<file path="src/rtl/pir_motion_ctrl.sv">
// Multi-channel PIR motion detector: per-channel synchronizer, debounce/hold FSM,
// combined LED output and a saturating detection counter.
module pir_motion_ctrl #(
    parameter int unsigned N_CH         = 4,
    parameter int unsigned SYNC_STAGES  = 2,
    parameter int unsigned DEBOUNCE_CYC = 250000,
    parameter int unsigned HOLD_CYC     = 25000000,
    parameter int unsigned COUNT_W      = 16
) (
    input  logic               hwclk,
    input  logic               rst,
    input  logic               en,
    input  logic [N_CH-1:0]    pir_in,
    input  logic               count_clr,
    output logic [N_CH-1:0]    motion,
    output logic [N_CH-1:0]    motion_evt,
    output logic               led_out,
    output logic [COUNT_W-1:0] event_count
);

    localparam int unsigned DbW   = (DEBOUNCE_CYC > 1) ? $clog2(DEBOUNCE_CYC) : 1;
    localparam int unsigned HoldW = (HOLD_CYC > 1) ? $clog2(HOLD_CYC) : 1;
    localparam int unsigned SumW  = COUNT_W + 5;

    localparam logic [DbW-1:0]   DbLast   = DbW'(DEBOUNCE_CYC - 1);
    localparam logic [HoldW-1:0] HoldLoad = HoldW'(HOLD_CYC - 1);
    localparam logic [SumW-1:0]  CntMax   = SumW'({COUNT_W{1'b1}});

    typedef enum logic [1:0] {StIdle, StQual, StActive} state_e;

    logic [N_CH-1:0]    sync_q [SYNC_STAGES];
    logic [N_CH-1:0]    sync_d [SYNC_STAGES];
    state_e             state_q [N_CH];
    state_e             state_d [N_CH];
    logic [DbW-1:0]     db_q [N_CH];
    logic [DbW-1:0]     db_d [N_CH];
    logic [HoldW-1:0]   hold_q [N_CH];
    logic [HoldW-1:0]   hold_d [N_CH];
    logic [N_CH-1:0]    motion_q, motion_d;
    logic [N_CH-1:0]    evt_q, evt_d;
    logic               led_q, led_d;
    logic [COUNT_W-1:0] cnt_q, cnt_d;
    logic [N_CH-1:0]    s;
    logic [SumW-1:0]    sum;

    assign s = sync_q[SYNC_STAGES-1];

    always_comb begin
        sync_d[0] = pir_in;
        for (int unsigned i = 1; i < SYNC_STAGES; i++) begin
            sync_d[i] = sync_q[i-1];
        end
    end

    always_comb begin
        evt_d    = '0;
        motion_d = '0;
        for (int unsigned ch = 0; ch < N_CH; ch++) begin
            state_d[ch] = state_q[ch];
            db_d[ch]    = db_q[ch];
            hold_d[ch]  = hold_q[ch];
            if (!en) begin
                state_d[ch] = StIdle;
                db_d[ch]    = '0;
                hold_d[ch]  = '0;
            end else begin
                unique case (state_q[ch])
                    StIdle: begin
                        if (s[ch]) begin
                            if (DEBOUNCE_CYC == 1) begin
                                state_d[ch] = StActive;
                                hold_d[ch]  = HoldLoad;
                                evt_d[ch]   = 1'b1;
                            end else begin
                                state_d[ch] = StQual;
                                db_d[ch]    = DbW'(1);
                            end
                        end
                    end
                    StQual: begin
                        if (!s[ch]) begin
                            state_d[ch] = StIdle;
                            db_d[ch]    = '0;
                        end else if (db_q[ch] == DbLast) begin
                            // This sample is the DEBOUNCE_CYC-th consecutive high one.
                            state_d[ch] = StActive;
                            db_d[ch]    = '0;
                            hold_d[ch]  = HoldLoad;
                            evt_d[ch]   = 1'b1;
                        end else begin
                            db_d[ch] = db_q[ch] + DbW'(1);
                        end
                    end
                    StActive: begin
                        if (s[ch]) begin
                            hold_d[ch] = HoldLoad;
                        end else if (hold_q[ch] == '0) begin
                            state_d[ch] = StIdle;
                        end else begin
                            hold_d[ch] = hold_q[ch] - HoldW'(1);
                        end
                    end
                    default: begin
                        state_d[ch] = StIdle;
                        db_d[ch]    = '0;
                        hold_d[ch]  = '0;
                    end
                endcase
            end
            motion_d[ch] = (state_d[ch] == StActive);
        end
        led_d = |motion_d;
    end

    always_comb begin
        sum = SumW'(cnt_q);
        for (int unsigned ch = 0; ch < N_CH; ch++) begin
            sum = sum + SumW'(evt_q[ch]);
        end
        if (count_clr) begin
            cnt_d = '0;
        end else if (sum > CntMax) begin
            cnt_d = {COUNT_W{1'b1}};
        end else begin
            cnt_d = sum[COUNT_W-1:0];
        end
    end

    always_ff @(posedge hwclk or posedge rst) begin
        if (rst) begin
            for (int unsigned i = 0; i < SYNC_STAGES; i++) begin
                sync_q[i] <= '0;
            end
            for (int unsigned ch = 0; ch < N_CH; ch++) begin
                state_q[ch] <= StIdle;
                db_q[ch]    <= '0;
                hold_q[ch]  <= '0;
            end
            motion_q <= '0;
            evt_q    <= '0;
            led_q    <= 1'b0;
            cnt_q    <= '0;
        end else begin
            for (int unsigned i = 0; i < SYNC_STAGES; i++) begin
                sync_q[i] <= sync_d[i];
            end
            for (int unsigned ch = 0; ch < N_CH; ch++) begin
                state_q[ch] <= state_d[ch];
                db_q[ch]    <= db_d[ch];
                hold_q[ch]  <= hold_d[ch];
            end
            motion_q <= motion_d;
            evt_q    <= evt_d;
            led_q    <= led_d;
            cnt_q    <= cnt_d;
        end
    end

    assign motion      = motion_q;
    assign motion_evt  = evt_q;
    assign led_out     = led_q;
    assign event_count = cnt_q;

endmodule

</file>
<file path="config.mk">
export PLATFORM = sky130hd
export DESIGN_NAME = pir_motion_ctrl
export DESIGN_NICKNAME = d
export VERILOG_FILES = /design/src/rtl/pir_motion_ctrl.sv
export SDC_FILE = /design/constraint.sdc
export NUM_CORES = 1
export LEC_CHECK = 0
export CAP_MARGIN = 10
export CORE_MARGIN = 3
export CORE_UTILIZATION = 39
export DETAILED_ROUTE_END_ITERATION = 6
export DONT_BUFFER_PORTS = 1
export HOLD_SLACK_MARGIN = 0.05
export PLACE_DENSITY = 0.57
export SLEW_MARGIN = 15
export SYNTH_ARGS = -nofsm -noshare
export SYNTH_HDL_FRONTEND = slang
export SYNTH_SLANG_ARGS = --single-unit
</file>
<file path="constraint.sdc">
create_clock -name hwclk -period 5.85 [get_ports hwclk]
set_input_delay 0.2925 -clock hwclk [delete_from_list [all_inputs] [get_ports hwclk]]
set_output_delay 0.2925 -clock hwclk [all_outputs]
set_load 0.1 [all_outputs]
</file>
==> impl_metrics.env <==
export IMPL_dieWidth_um=186
export IMPL_yosys_warnings=0
export IMPL_clock_tree_htree_level_count=1
export IMPL_start_util_pct=39.7
export IMPL_fin_skew_ns=0.0125
export IMPL_p_per_area_mw_per_mm2=270
export IMPL_ios=33
export IMPL_hold_ws_ns=0.0784
export IMPL_p_sw_mw=1.04
export IMPL_dieArea_mm2=0.0344
export IMPL_core_rowCount=65
export IMPL_finalCritPeriodShare_pct=58.3
export IMPL_drt_iter0_drc=770
export IMPL_core_mm2=0.0316
export IMPL_firstDrtPassIters=5
export IMPL_fin_tns_setup_ns=0
export IMPL_clkPwrFrac_pct=43.5
export IMPL_async_flop_share_pct=100
export IMPL_synth_flop_cell="dfrtp_1"
export IMPL_crit_type="flop to flop"
export IMPL_cts_inserted_buffers=26
export IMPL_cts_sinks=213
export IMPL_clk_pin_slew_worst_paths_ns=0.06
export IMPL_cts_resized=0
export IMPL_syn_inst=1449
export IMPL_min_path_type="input port to flop"
export IMPL_tritoncts="done"
export IMPL_area_growth_pct=9.85
export IMPL_avgViaCountPerCell=5.86
export IMPL_cap_violations=0
export IMPL_worstPathArrival_ns=3.85
export IMPL_postLayoutCellArea_mm2=0.0138
export IMPL_worst_pin_slew_ns=1.12
export IMPL_setup_violations=0
export IMPL_fin_total_pwr_mw=3.73
export IMPL_cts_hold_buf=7
export IMPL_cts_setup_buffers=0
export IMPL_root_buffer="clkbuf_16"
export IMPL_most_common_layout_cells="dfrtp_1, nor2_1, o21ai_0, nand2_1, a21oi_1"
export IMPL_p_seq_share_pct=41.8
export IMPL_worst_path_buf_inv=2
export IMPL_synth_distinct_cells=84
export IMPL_synth_xor_area_share_pct=3.62
export IMPL_critPathSlowestCell="dfrtp_1"
export IMPL_diodes=0
export IMPL_rsz0062_at_grt="no"
export IMPL_crit_required_ns=6.29
export IMPL_dr_total_vias=10767
export IMPL_ir_drop_mv=0.225
export IMPL_crit_chain="fa_1 -> inv_1 -> fa_1 -> inv_1 -> fa_1 -> and3_1 -> nand3_1 -> or3_1 -> a21oi_1"
export IMPL_p_sw_share_pct=27.9
export IMPL_startpoint="motion_evt[0]$_DFF_PP0_"
export IMPL_relSlewSlack_pct=25.0
export IMPL_grt_pass1_wl_um=52400
export IMPL_p_leak_nw=5.78
export IMPL_synth_compound_area_share_pct=22.0
export IMPL_grt_pass1_vias=10193
export IMPL_start_kind="flop"
export IMPL_drc_errors=0
export IMPL_synth_seq_cells=213
export IMPL_drt_total_wl_um=30700
export IMPL_grtUsageTotal_pct=17.9
export IMPL_synth_area_mm2=0.0126
export IMPL_hold_viol_final=0
export IMPL_avgSynthCellArea_um2=8.68
export IMPL_drive_above_1_share_pct=7.39
export IMPL_drtAntennaViolNets=0
export IMPL_run_status="complete, no violations"
export IMPL_final_common_cell="dfrtp_1"
export IMPL_synth_edff_count=0
export IMPL_path_common_cell="fa_1"
export IMPL_wl_per_cell_um=16.7
export IMPL_path_delay_family="adder cells"
export IMPL_muxShareOfSynthArea_pct=0.338
export IMPL_cts_max_path_buffers=3
export IMPL_max_freq_mhz=293
export IMPL_final_max_slew_viol_count=0
export IMPL_internal_power_mw=2.69
export IMPL_fin_crit_ns=3.41
export IMPL_placed_cell_area_mm2=0.0129
export IMPL_synthAdderAreaFrac_pct=2.97
export IMPL_gp_congestion=0.814
export IMPL_synthSimpleGateAreaFrac_pct=24.7
export IMPL_rr_startpoint="motion_evt[0]$_DFF_PP0_"
export IMPL_cp_end_kind="flop"
export IMPL_synth_nets=1485
export IMPL_clkLatencyLatePin_ns=0.53
export IMPL_fin_nets=1454
export IMPL_hpwl_um=20000
export IMPL_hold_start="en"
export IMPL_port_buffers=0
export IMPL_grt_max_degree=117
export IMPL_antenna_found_initial=2
export IMPL_ys_seq_area_share_pct=42.4
export IMPL_cp_max_fo=13
export IMPL_comb_power_share_pct=14.7
export IMPL_synth_top_family_by_area="simple AND/OR/NAND/NOR gates"
export IMPL_grt_overflow=0
export IMPL_cp_slowest_stage_delay_ns=0.74
export IMPL_die_y_um=186
[synthesized netlist by cell type, drive strengths merged, types with 3 or more instances]
library cell	count	area share, %
nand4	34	1.7
a31oi	23	1.2
o211ai	24	1.4
a21o	8	0.48
a211oi	4	0.24
o31ai	24	1.4
fa	3	0.48
a211o	8	0.56
nand4b	5	0.35
a21oi	123	4.9
clkbuf	60	1.8
and4	11	0.77
o221a	15	1.3
xor2	28	2.0
buf	17	0.70
o21a	8	0.49
a31o	3	0.21
xnor2	24	1.7
nor2b	14	0.70
nand3	50	2.0
o21ai	138	5.5
or4	17	1.1
nor3	52	2.1
or2	14	0.70
nor4bb	4	0.32
nand2	124	3.7
o22a	4	0.28
ha	25	2.5
nor2	146	4.4
dfrtp	213	42
o2111ai	3	0.21
nor4b	6	0.57
nand2b	6	0.30
or3	24	1.2
a41oi	11	0.77
nor4	35	2.2
a221o	3	0.24
o41ai	5	0.35
a22o	7	0.49
and2	9	0.45
inv	49	1.5
o31a	5	0.35
and3	24	1.2
[through the flow]
stage | setup slack, ns | util [%] | std cells
after global placement | 2.47 | 40.6 | 1785
after global routing | 2.17 | 43.7 | 1837
after detailed placement | 2.44 | 40.6 | 1785
after CTS | 2.42 | 43.6 | 1837
after floorplan | 2.52 | - | 1449
final | 2.44 | 43.7 | 1837
[flip-flops by register name, indices dropped and copies added (netlist names)]
signal and flops:
motion 4, led_out 1, db_q 72, s 4, event_count 16, sync_d 4
state_q 8, hold_q 100, motion_evt 4
[final timing paths]
check / to / slack [ns] / cells after the start
worst max-delay path: event_count[13]$_DFF_PP0_ / 2.44 / 9
worst min-delay path: hold_q[72]$_DFFE_PP0P_ / 0.08 / 3
worst max register to register: event_count[13]$_DFF_PP0_ / 2.44 / 9
worst min register to register: s[0]$_DFF_PP0_ / 0.35 / 0
max in group asynchronous: hold_q[44]$_DFFE_PP0P_ / 4.11 / 3
min in group asynchronous: sync_d[0]$_DFF_PP0_ / 0.41 / 2
[worst min-delay path: cells and delay by family]
kind	cells	cell delay (ns)
AND/OR/NAND/NOR	1	0.05
AO/OA/AOI/OAI	2	0.22
[power by group through the flow]
stage	clock, mW	combinational [mW]	sequential, mW
global placement	0	0.530	1.58
detailed placement	0	0.536	1.58
global route	1.73	0.625	1.56
CTS	1.67	0.552	1.56
finish	1.62	0.549	1.56
floorplan	0	0.434	1.57
[layout make-up]
cell class / count / area, um2
clock buffer: 38 / 777
clock inverter: 7 / 85.1
fill: 3065 / 17800
inverter: 50 / 191
multi-input combinational: 1109 / 6750
sequential: 213 / 5330
tap: 402 / 503
timing repair buffer: 18 / 175
[metal layers]
| metal | vias to the layer above | share of wire (%) | global-route usage [%] |
|---|---|---|---|
| met4 | 0 | 1.7 | 3.75 |
| met1 | 5233 | 49 | 26.0 |
| li1 | 5304 | - | - |
| met5 | - | 0 | 0 |
| met3 | 38 | 4.5 | 2.79 |
| met2 | 192 | 45 | 28.4 |
[logic make-up (layout without fill, tap and decap cells)]
| logic type | count (synthesis) | count (layout) |
|---|---|---|
| flops | 213 | 213 |
| mux | 4 | 4 |
| simple gates | 588 | 588 |
| xor+xnor | 52 | 52 |
| buf+inv | 127 | 113 |
| compound gates | 437 | 437 |
| fa+ha+maj | 28 | 28 |
No activity file was read; power rests on OpenSTA's default activity.
